<file path="config.mk">
export PLATFORM = sky130hd
export DESIGN_NAME = paint_fb_scheduler
export DESIGN_NICKNAME = d
export VERILOG_FILES = /design/src/rtl/paint_fb_scheduler_pkg.sv /design/src/rtl/paint_fb_scheduler_rect_addr_gen.sv /design/src/rtl/paint_fb_scheduler.sv
export SDC_FILE = /design/constraint.sdc
export NUM_CORES = 1
export LEC_CHECK = 0
export CORE_UTILIZATION = 53
export DETAILED_ROUTE_END_ITERATION = 8
export PLACE_DENSITY = 0.82
export SETUP_SLACK_MARGIN = 0.1
export SYNTH_ARGS = -nofsm -noshare
export SYNTH_HDL_FRONTEND = slang
export SYNTH_SLANG_ARGS = --single-unit
export TNS_END_PERCENT = 100
</file>
<file path="constraint.sdc">
create_clock -name clk -period 4.74 [get_ports clk]
set_clock_uncertainty 0.1 [all_clocks]
set_input_delay 0.474 -clock clk [delete_from_list [all_inputs] [get_ports clk]]
set_output_delay 0.474 -clock clk [all_outputs]
set_load 0.05 [all_outputs]
</file>
<file path="src/rtl/paint_fb_scheduler_pkg.sv">
// Shared types and defaults for the paint framebuffer write scheduler.
package paint_fb_scheduler_pkg;

    typedef enum logic [1:0] {
        ST_IDLE  = 2'd0,
        ST_FILL  = 2'd1,
        ST_CLEAR = 2'd2
    } state_t;

    localparam int COLOR_W = 12;

    localparam int DEF_H_RES = 640;
    localparam int DEF_V_RES = 480;
    localparam int DEF_BOX_W = 10;
    localparam int DEF_BOX_H = 10;

    // Positions carry one extra bit so a box hanging past the right/bottom
    // edge (box_x up to 1023 plus box width) never wraps back on-screen.
    localparam int POS_W = 11;

    // Smallest address width that holds every pixel of the default screen.
    localparam int DEF_ADDR_W = $clog2(DEF_H_RES * DEF_V_RES);

endpackage

</file>
<file path="src/rtl/paint_fb_scheduler_rect_addr_gen.sv">
// Raster walker for one rectangle: column-fastest then row, with a running
// row base so the pixel address is formed without a general multiplier.
module rect_addr_gen
    import paint_fb_scheduler_pkg::*;
#(
    parameter int H_RES  = DEF_H_RES,
    parameter int V_RES  = DEF_V_RES,
    parameter int ADDR_W = DEF_ADDR_W
) (
    input  logic              clk,
    input  logic              reset,
    input  logic              load,
    input  logic [POS_W-1:0]  x0,
    input  logic [POS_W-1:0]  y0,
    input  logic [POS_W-1:0]  w,
    input  logic [POS_W-1:0]  h,
    input  logic              advance,
    output logic [POS_W-1:0]  cur_x,
    output logic [POS_W-1:0]  cur_y,
    output logic [ADDR_W-1:0] addr,
    output logic              in_bounds,
    output logic              last,
    output logic              nxt_in_bounds
);

    localparam logic [POS_W-1:0]  X_LIM    = POS_W'(H_RES);
    localparam logic [POS_W-1:0]  Y_LIM    = POS_W'(V_RES);
    localparam logic [ADDR_W-1:0] ROW_STEP = ADDR_W'(H_RES);
    localparam logic [POS_W-1:0]  ONE      = POS_W'(1);

    logic [POS_W-1:0]  x0_q, w_q, h_q, col_q, row_q;
    logic [ADDR_W-1:0] row_base_q;

    logic [POS_W-1:0]  nx, ny, ncol, nrow, w_sel, h_sel;
    logic [ADDR_W-1:0] nbase;
    logic              nxt_last;

    // Start-of-row address y*H_RES; the 640-wide case is two shifts and an add.
    function automatic logic [ADDR_W-1:0] row_start(input logic [POS_W-1:0] y);
        logic [ADDR_W-1:0] yy;
        yy = ADDR_W'(y);
        if (H_RES == 640) row_start = (yy << 9) + (yy << 7);
        else              row_start = yy * ROW_STEP;
    endfunction

    // Next raster position: reload on load, step on advance, otherwise hold.
    always_comb begin
        nx    = cur_x;
        ny    = cur_y;
        ncol  = col_q;
        nrow  = row_q;
        nbase = row_base_q;
        w_sel = w_q;
        h_sel = h_q;
        if (load) begin
            nx    = x0;
            ny    = y0;
            ncol  = '0;
            nrow  = '0;
            nbase = row_start(y0);
            w_sel = w;
            h_sel = h;
        end else if (advance) begin
            if (col_q == w_q - ONE) begin
                ncol  = '0;
                nx    = x0_q;
                nrow  = row_q + ONE;
                ny    = cur_y + ONE;
                nbase = row_base_q + ROW_STEP;
            end else begin
                ncol  = col_q + ONE;
                nx    = cur_x + ONE;
            end
        end
        nxt_in_bounds = (nx < X_LIM) && (ny < Y_LIM);
        nxt_last      = (ncol == w_sel - ONE) && (nrow == h_sel - ONE);
    end

    // Position, address and flags are registered together so they stay aligned.
    always_ff @(posedge clk) begin
        if (reset) begin
            x0_q       <= '0;
            w_q        <= '0;
            h_q        <= '0;
            col_q      <= '0;
            row_q      <= '0;
            row_base_q <= '0;
            cur_x      <= '0;
            cur_y      <= '0;
            addr       <= '0;
            in_bounds  <= 1'b0;
            last       <= 1'b0;
        end else begin
            if (load) begin
                x0_q <= x0;
                w_q  <= w;
                h_q  <= h;
            end
            col_q      <= ncol;
            row_q      <= nrow;
            row_base_q <= nbase;
            cur_x      <= nx;
            cur_y      <= ny;
            addr       <= nbase + ADDR_W'(nx);
            in_bounds  <= nxt_in_bounds;
            last       <= nxt_last;
        end
    end

endmodule

</file>
<file path="src/rtl/paint_fb_scheduler.sv">
// Framebuffer write sequencer: turns newly painted boxes and full-screen clear
// requests into raster bursts on the single framebuffer write port.
module paint_fb_scheduler
    import paint_fb_scheduler_pkg::*;
#(
    parameter int                 H_RES      = DEF_H_RES,
    parameter int                 V_RES      = DEF_V_RES,
    parameter int                 BOX_WIDTH  = DEF_BOX_W,
    parameter int                 BOX_HEIGHT = DEF_BOX_H,
    parameter int                 ADDR_W     = DEF_ADDR_W,
    parameter logic [COLOR_W-1:0] BG_COLOR   = 12'h000
) (
    input  logic              clk,
    input  logic              reset,
    input  logic              paint_enable,
    input  logic [9:0]        box_x,
    input  logic [9:0]        box_y,
    input  logic [3:0]        red,
    input  logic [3:0]        green,
    input  logic [3:0]        blue,
    input  logic              clear_req,
    input  logic              wr_ready,
    output logic              wr_en,
    output logic [ADDR_W-1:0] wr_addr,
    output logic [11:0]       wr_data,
    output logic              busy,
    output logic              done
);

    state_t state_q, state_d;

    logic       clear_pending;
    logic       last_valid;
    logic [9:0] last_x, last_y;

    logic             gen_load, gen_adv;
    logic [POS_W-1:0] ld_x, ld_y, ld_w, ld_h;
    logic [POS_W-1:0] gen_x, gen_y;
    logic             gen_in_bounds, gen_last, gen_nxt_in_bounds;
    logic             paint_trig, paint_go, clear_go, burst_end;

    // Generator position is only observed for debug; keep it out of lint noise.
    logic gen_pos_unused;
    assign gen_pos_unused = ^{gen_x, gen_y};

    assign paint_trig = paint_enable &&
                        (!last_valid || (box_x != last_x) || (box_y != last_y));

    rect_addr_gen #(
        .H_RES  (H_RES),
        .V_RES  (V_RES),
        .ADDR_W (ADDR_W)
    ) u_gen (
        .clk           (clk),
        .reset         (reset),
        .load          (gen_load),
        .x0            (ld_x),
        .y0            (ld_y),
        .w             (ld_w),
        .h             (ld_h),
        .advance       (gen_adv),
        .cur_x         (gen_x),
        .cur_y         (gen_y),
        .addr          (wr_addr),
        .in_bounds     (gen_in_bounds),
        .last          (gen_last),
        .nxt_in_bounds (gen_nxt_in_bounds)
    );

    // Next state and generator control; clear always beats paint in IDLE.
    always_comb begin
        state_d   = state_q;
        gen_load  = 1'b0;
        gen_adv   = 1'b0;
        ld_x      = {1'b0, box_x};
        ld_y      = {1'b0, box_y};
        ld_w      = POS_W'(BOX_WIDTH);
        ld_h      = POS_W'(BOX_HEIGHT);
        paint_go  = 1'b0;
        clear_go  = 1'b0;
        burst_end = 1'b0;
        case (state_q)
            ST_IDLE: begin
                if (clear_req || clear_pending) begin
                    clear_go = 1'b1;
                    gen_load = 1'b1;
                    ld_x     = '0;
                    ld_y     = '0;
                    ld_w     = POS_W'(H_RES);
                    ld_h     = POS_W'(V_RES);
                    state_d  = ST_CLEAR;
                end else if (paint_trig) begin
                    paint_go = 1'b1;
                    gen_load = 1'b1;
                    state_d  = ST_FILL;
                end
            end
            ST_FILL, ST_CLEAR: begin
                // Off-screen positions are skipped without waiting for the RAM.
                gen_adv = !gen_in_bounds || wr_ready;
                if (gen_adv && gen_last) begin
                    burst_end = 1'b1;
                    state_d   = ST_IDLE;
                end
            end
            default: state_d = ST_IDLE;
        endcase
    end

    // State register, registered outputs and paint/clear bookkeeping.
    always_ff @(posedge clk) begin
        if (reset) begin
            state_q       <= ST_IDLE;
            wr_en         <= 1'b0;
            wr_data       <= '0;
            busy          <= 1'b0;
            done          <= 1'b0;
            clear_pending <= 1'b0;
            last_valid    <= 1'b0;
            last_x        <= '0;
            last_y        <= '0;
        end else begin
            state_q <= state_d;
            wr_en   <= (state_d != ST_IDLE) && gen_nxt_in_bounds;
            busy    <= (state_d != ST_IDLE);
            done    <= burst_end;

            if (clear_go)      wr_data <= BG_COLOR;
            else if (paint_go) wr_data <= {red, green, blue};

            if (clear_go)                            clear_pending <= 1'b0;
            else if (state_q == ST_FILL && clear_req) clear_pending <= 1'b1;

            if (!paint_enable) last_valid <= 1'b0;
            else if (paint_go) last_valid <= 1'b1;

            if (paint_go) begin
                last_x <= box_x;
                last_y <= box_y;
            end
        end
    end

endmodule

</file>
==> metrics <==
result of the run finished clean; critical path's largest stage delay 0.46 ns; core footprint 0.0160 mm2; Max transition margin 0.417; commonest non-fill, non-tap cells in the layout nand2_1 (146), dfxtp_1 (145), nor2_1 (103), a21oi_1 (98), buf_4 (89); pin slew with the least headroom to its limit 0.874 ns; fill cell instance count of the final layout 1275; largest voltage drop on the vdd net 0.304 mV; Maximum Capacitance Violations 0; CTS tree built; average cell area after synthesis 8.02 um2; warning count from the yosys run 0; WP buf/inv 2; Die Outline Area 0.0171 mm2; largest net degree at the start of global routing 79; clock latency on the worst-skew pair 0.44 ns; Met1 Wirelength 10900 um; Inserted Clock Buffers 17; 1st-iter DRT viols 994; clock-pin slew on the worst setup and hold paths 0.06 ns; count of vias placed by the detailed router 8765; maximum number of buffers from clock root to sink 2; Chip Width 131 um; count of cell types in the netlist 74; ratio of cells with drive above 1 in the final layout 0.153; sum of met3 wire segment lengths after detailed routing 2550 um; final hold slack 0.355 ns; largest driver fanout on the critical path 9; Ant. Diodes 0; reported leakage power 0.00433 uW; Final nets 1283; final weighted congestion in routability-driven placement 0.967; final core occ 0.688; leading cell type in the layout, fill and taps excluded nand2_1; post-layout min period 4.55 ns; setup violation total in the final timing report 0; number of hold-repair buffers added at the cts stage 0; startpoint-to-endpoint class of the critical path register to register; max-slew violation total from the final report 0; sequential cell area fraction in the yosys report 0.353; H-tree Lvls 4; Hold Crit Class register to register; Overall Global Routing Usage 0.310; starting utilization of the core area 0.549; Residual DRC 0; gate count after technology mapping 1094; Netlist Area Pre-Place 0.00878 mm2; P&R area growth vs syn 25.4%; die height 131 um; antenna violations before repair 0; antenna-violating nets left 0; Finished Cell Area 0.0110 mm2; standard-cell row count 46; number of hold violations in the final report 0; root buf cell clkbuf_16; number of ports placed on the die boundary 71; top area cells in the synthesized netlist dfxtp_1 (35%), xnor2_1 (8.1%), nand2_1 (6.3%), a21oi_1 (5.8%), nor2_1 (4.6%); post-placement cell area 0.0102 mm2; category of the worst setup path launch point register; dominant register cell in the synthesized netlist dfxtp_1; cell breakdown of the critical path xor2_1 -> nand4_1 -> a21oi_2 -> o2111a_2 -> buf_4 -> nor3b_1 -> a21oi_1 -> o21ai_0 -> nand2_1 -> nand2_1 -> ha_1 -> inv_1 -> o21bai_1 -> a21oi_1 -> nor2_1 -> o21a_1 -> o221ai_1 -> o2111ai_1 -> nor4b_2 -> xor2_1 -> nor2_1; detailed-route wire length 26900 um; area share of the largest cell type after synthesis 0.353; asr flop ratio synth 0; CP max stage cell dfxtp_2; capturing element type of the critical path register; number of global-route vias before repair 7875; share of the clock period used by the worst path 0.959; PwrDens 342 mW/mm2; mean routed wirelength per cell 18.7 um; half-perimeter wire length after placement 18300 um; required time of the worst setup path 4.94 ns; met2 wirelength from detailed routing 12600 um; first-pass iteration count of the detailed router 9; buffers added on ports 70; highest attainable clock frequency 220 MHz; overflow left after global routing 0; area leader, netlist dfxtp_1; wire length of the first global-routing pass 40400 um; Seq cells post-synth 155; delay-heaviest family, CP compound AO/OA/AOI/OAI gates; number of nets produced by synthesis 1162; setup TNS 0 ns; Arr. time, crit path 4.74 ns; post-layout total power 3770 uW; Vias per Instance 6.07; uppermost layer routed met4; number of synthesized flops with an enable pin 0; unrepaired setup endpoints after global routing true; total clock sinks 155
[path summary, 6_finish.rpt]
| path | to | startpoint | cells past startpoint | slack, ns |
|---|---|---|---|---|
| max reg2reg | u_gen.addr[17] | u_gen.w_q[8] | 21 | 0.19 |
| min | u_gen.x0_q[6] | u_gen.x0_q[6] | 2 | 0.36 |
| max | u_gen.addr[17] | u_gen.w_q[8] | 21 | 0.19 |
| min reg2reg | u_gen.x0_q[6] | u_gen.x0_q[6] | 2 | 0.36 |
[layout make-up]
class                      count  area [um2]  area share
inverter                      21        81.3     0.00739
tap                          216         270      0.0245
timing repair buffer         161        1400       0.127
clock buffer                  19         453      0.0411
sequential                   155        3120       0.284
multi-input combinational    859        5560       0.505
clock inverter                12         124      0.0112
[report_power, final]
part           total (uW)  switching, uW  internal (uW)  leakage, uW
combinational         986            597            389      0.00278
clock                1350            558            794     0.000276
sequential           1430           54.4           1380      0.00127
total                3770           1210           2560      0.00433
[metrics by stage]
step / setup slack, ns / cells
2_1_floorplan: 0.102 / 1094
3_3_place_gp: 0.0370 / 1404
3_5_place_dp: -0.0453 / 1404
4_1_cts: 0.101 / 1436
5_1_grt: -0.0251 / 1443
6_report: 0.192 / 1443
[worst min-delay path, cell delays in order (launching register included)]
cell	delay, ns
dfxtp_1	0.31
nand2_1	0.05
a21oi_1	0.05
[what timing repair did]
item	CTS	global route
setup endpoints to repair	2	10
gates cloned	0	1
buffers inserted	1	6
gates resized for setup	0	49
pin swaps	1	22
[flip-flops by register name, summed over array words and instances (netlist names)]
| register | flops |
|---|---|
| last_valid | 1 |
| last_x | 10 |
| u_gen.row_base_q | 19 |
| u_gen.col_q | 11 |
| u_gen.h_q | 11 |
| done | 1 |
| u_gen.row_q | 11 |
| u_gen.cur_y | 11 |
| busy | 1 |
| u_gen.in_bounds | 1 |
| clear_pending | 1 |
| u_gen.last | 1 |
| u_gen.w_q | 11 |
| u_gen.x0_q | 10 |
| last_y | 10 |
| state_q | 2 |
| wr_en | 1 |
| u_gen.cur_x | 11 |
| wr_data | 12 |
| u_gen.addr | 19 |
[per-layer routing]
layer	vias up	track usage
li1	4088	-
met1	4088	0.391
met2	503	0.506
met3	86	0.0676
met4	0	0.142
met5	-	0
[cells in the mapped netlist, types with 3 or more instances]
cell type and count:
a211oi_1 12, a21boi_0 5, a21o_1 9, a21oi_1 102, a221oi_1 3, a31oi_1 7, and2_1 34, and3_1 32
and4_1 5, buf_1 5, buf_2 5, clkbuf_1 48, dfxtp_1 155, ha_1 29, inv_1 21, mux2i_1 7
nand2_1 147, nand2b_1 7, nand3_1 25, nand3b_1 4, nand4_1 19, nor2_1 107, nor2b_1 8, nor3_1 18
nor3b_1 6, nor4_1 15, nor4_4 3, o2111a_1 3, o2111ai_1 7, o211ai_1 6, o21ai_0 47, o21bai_1 6
o22ai_1 4, o31a_1 3, o31ai_1 9, or2_2 5, or3_1 8, or4_1 3, xnor2_1 81, xor2_1 34
[logic make-up after synthesis]
kind of cell / count (synthesis) / synth area share
buf+inv: 81 / 0.0366
mux: 9 / 0.0108
simple gates: 459 / 0.265
xor+xnor: 115 / 0.115
compound gates: 244 / 0.173
fa+ha+maj: 31 / 0.0459
flops: 155 / 0.353
Note: power is estimated with default switching activity, not from simulation.
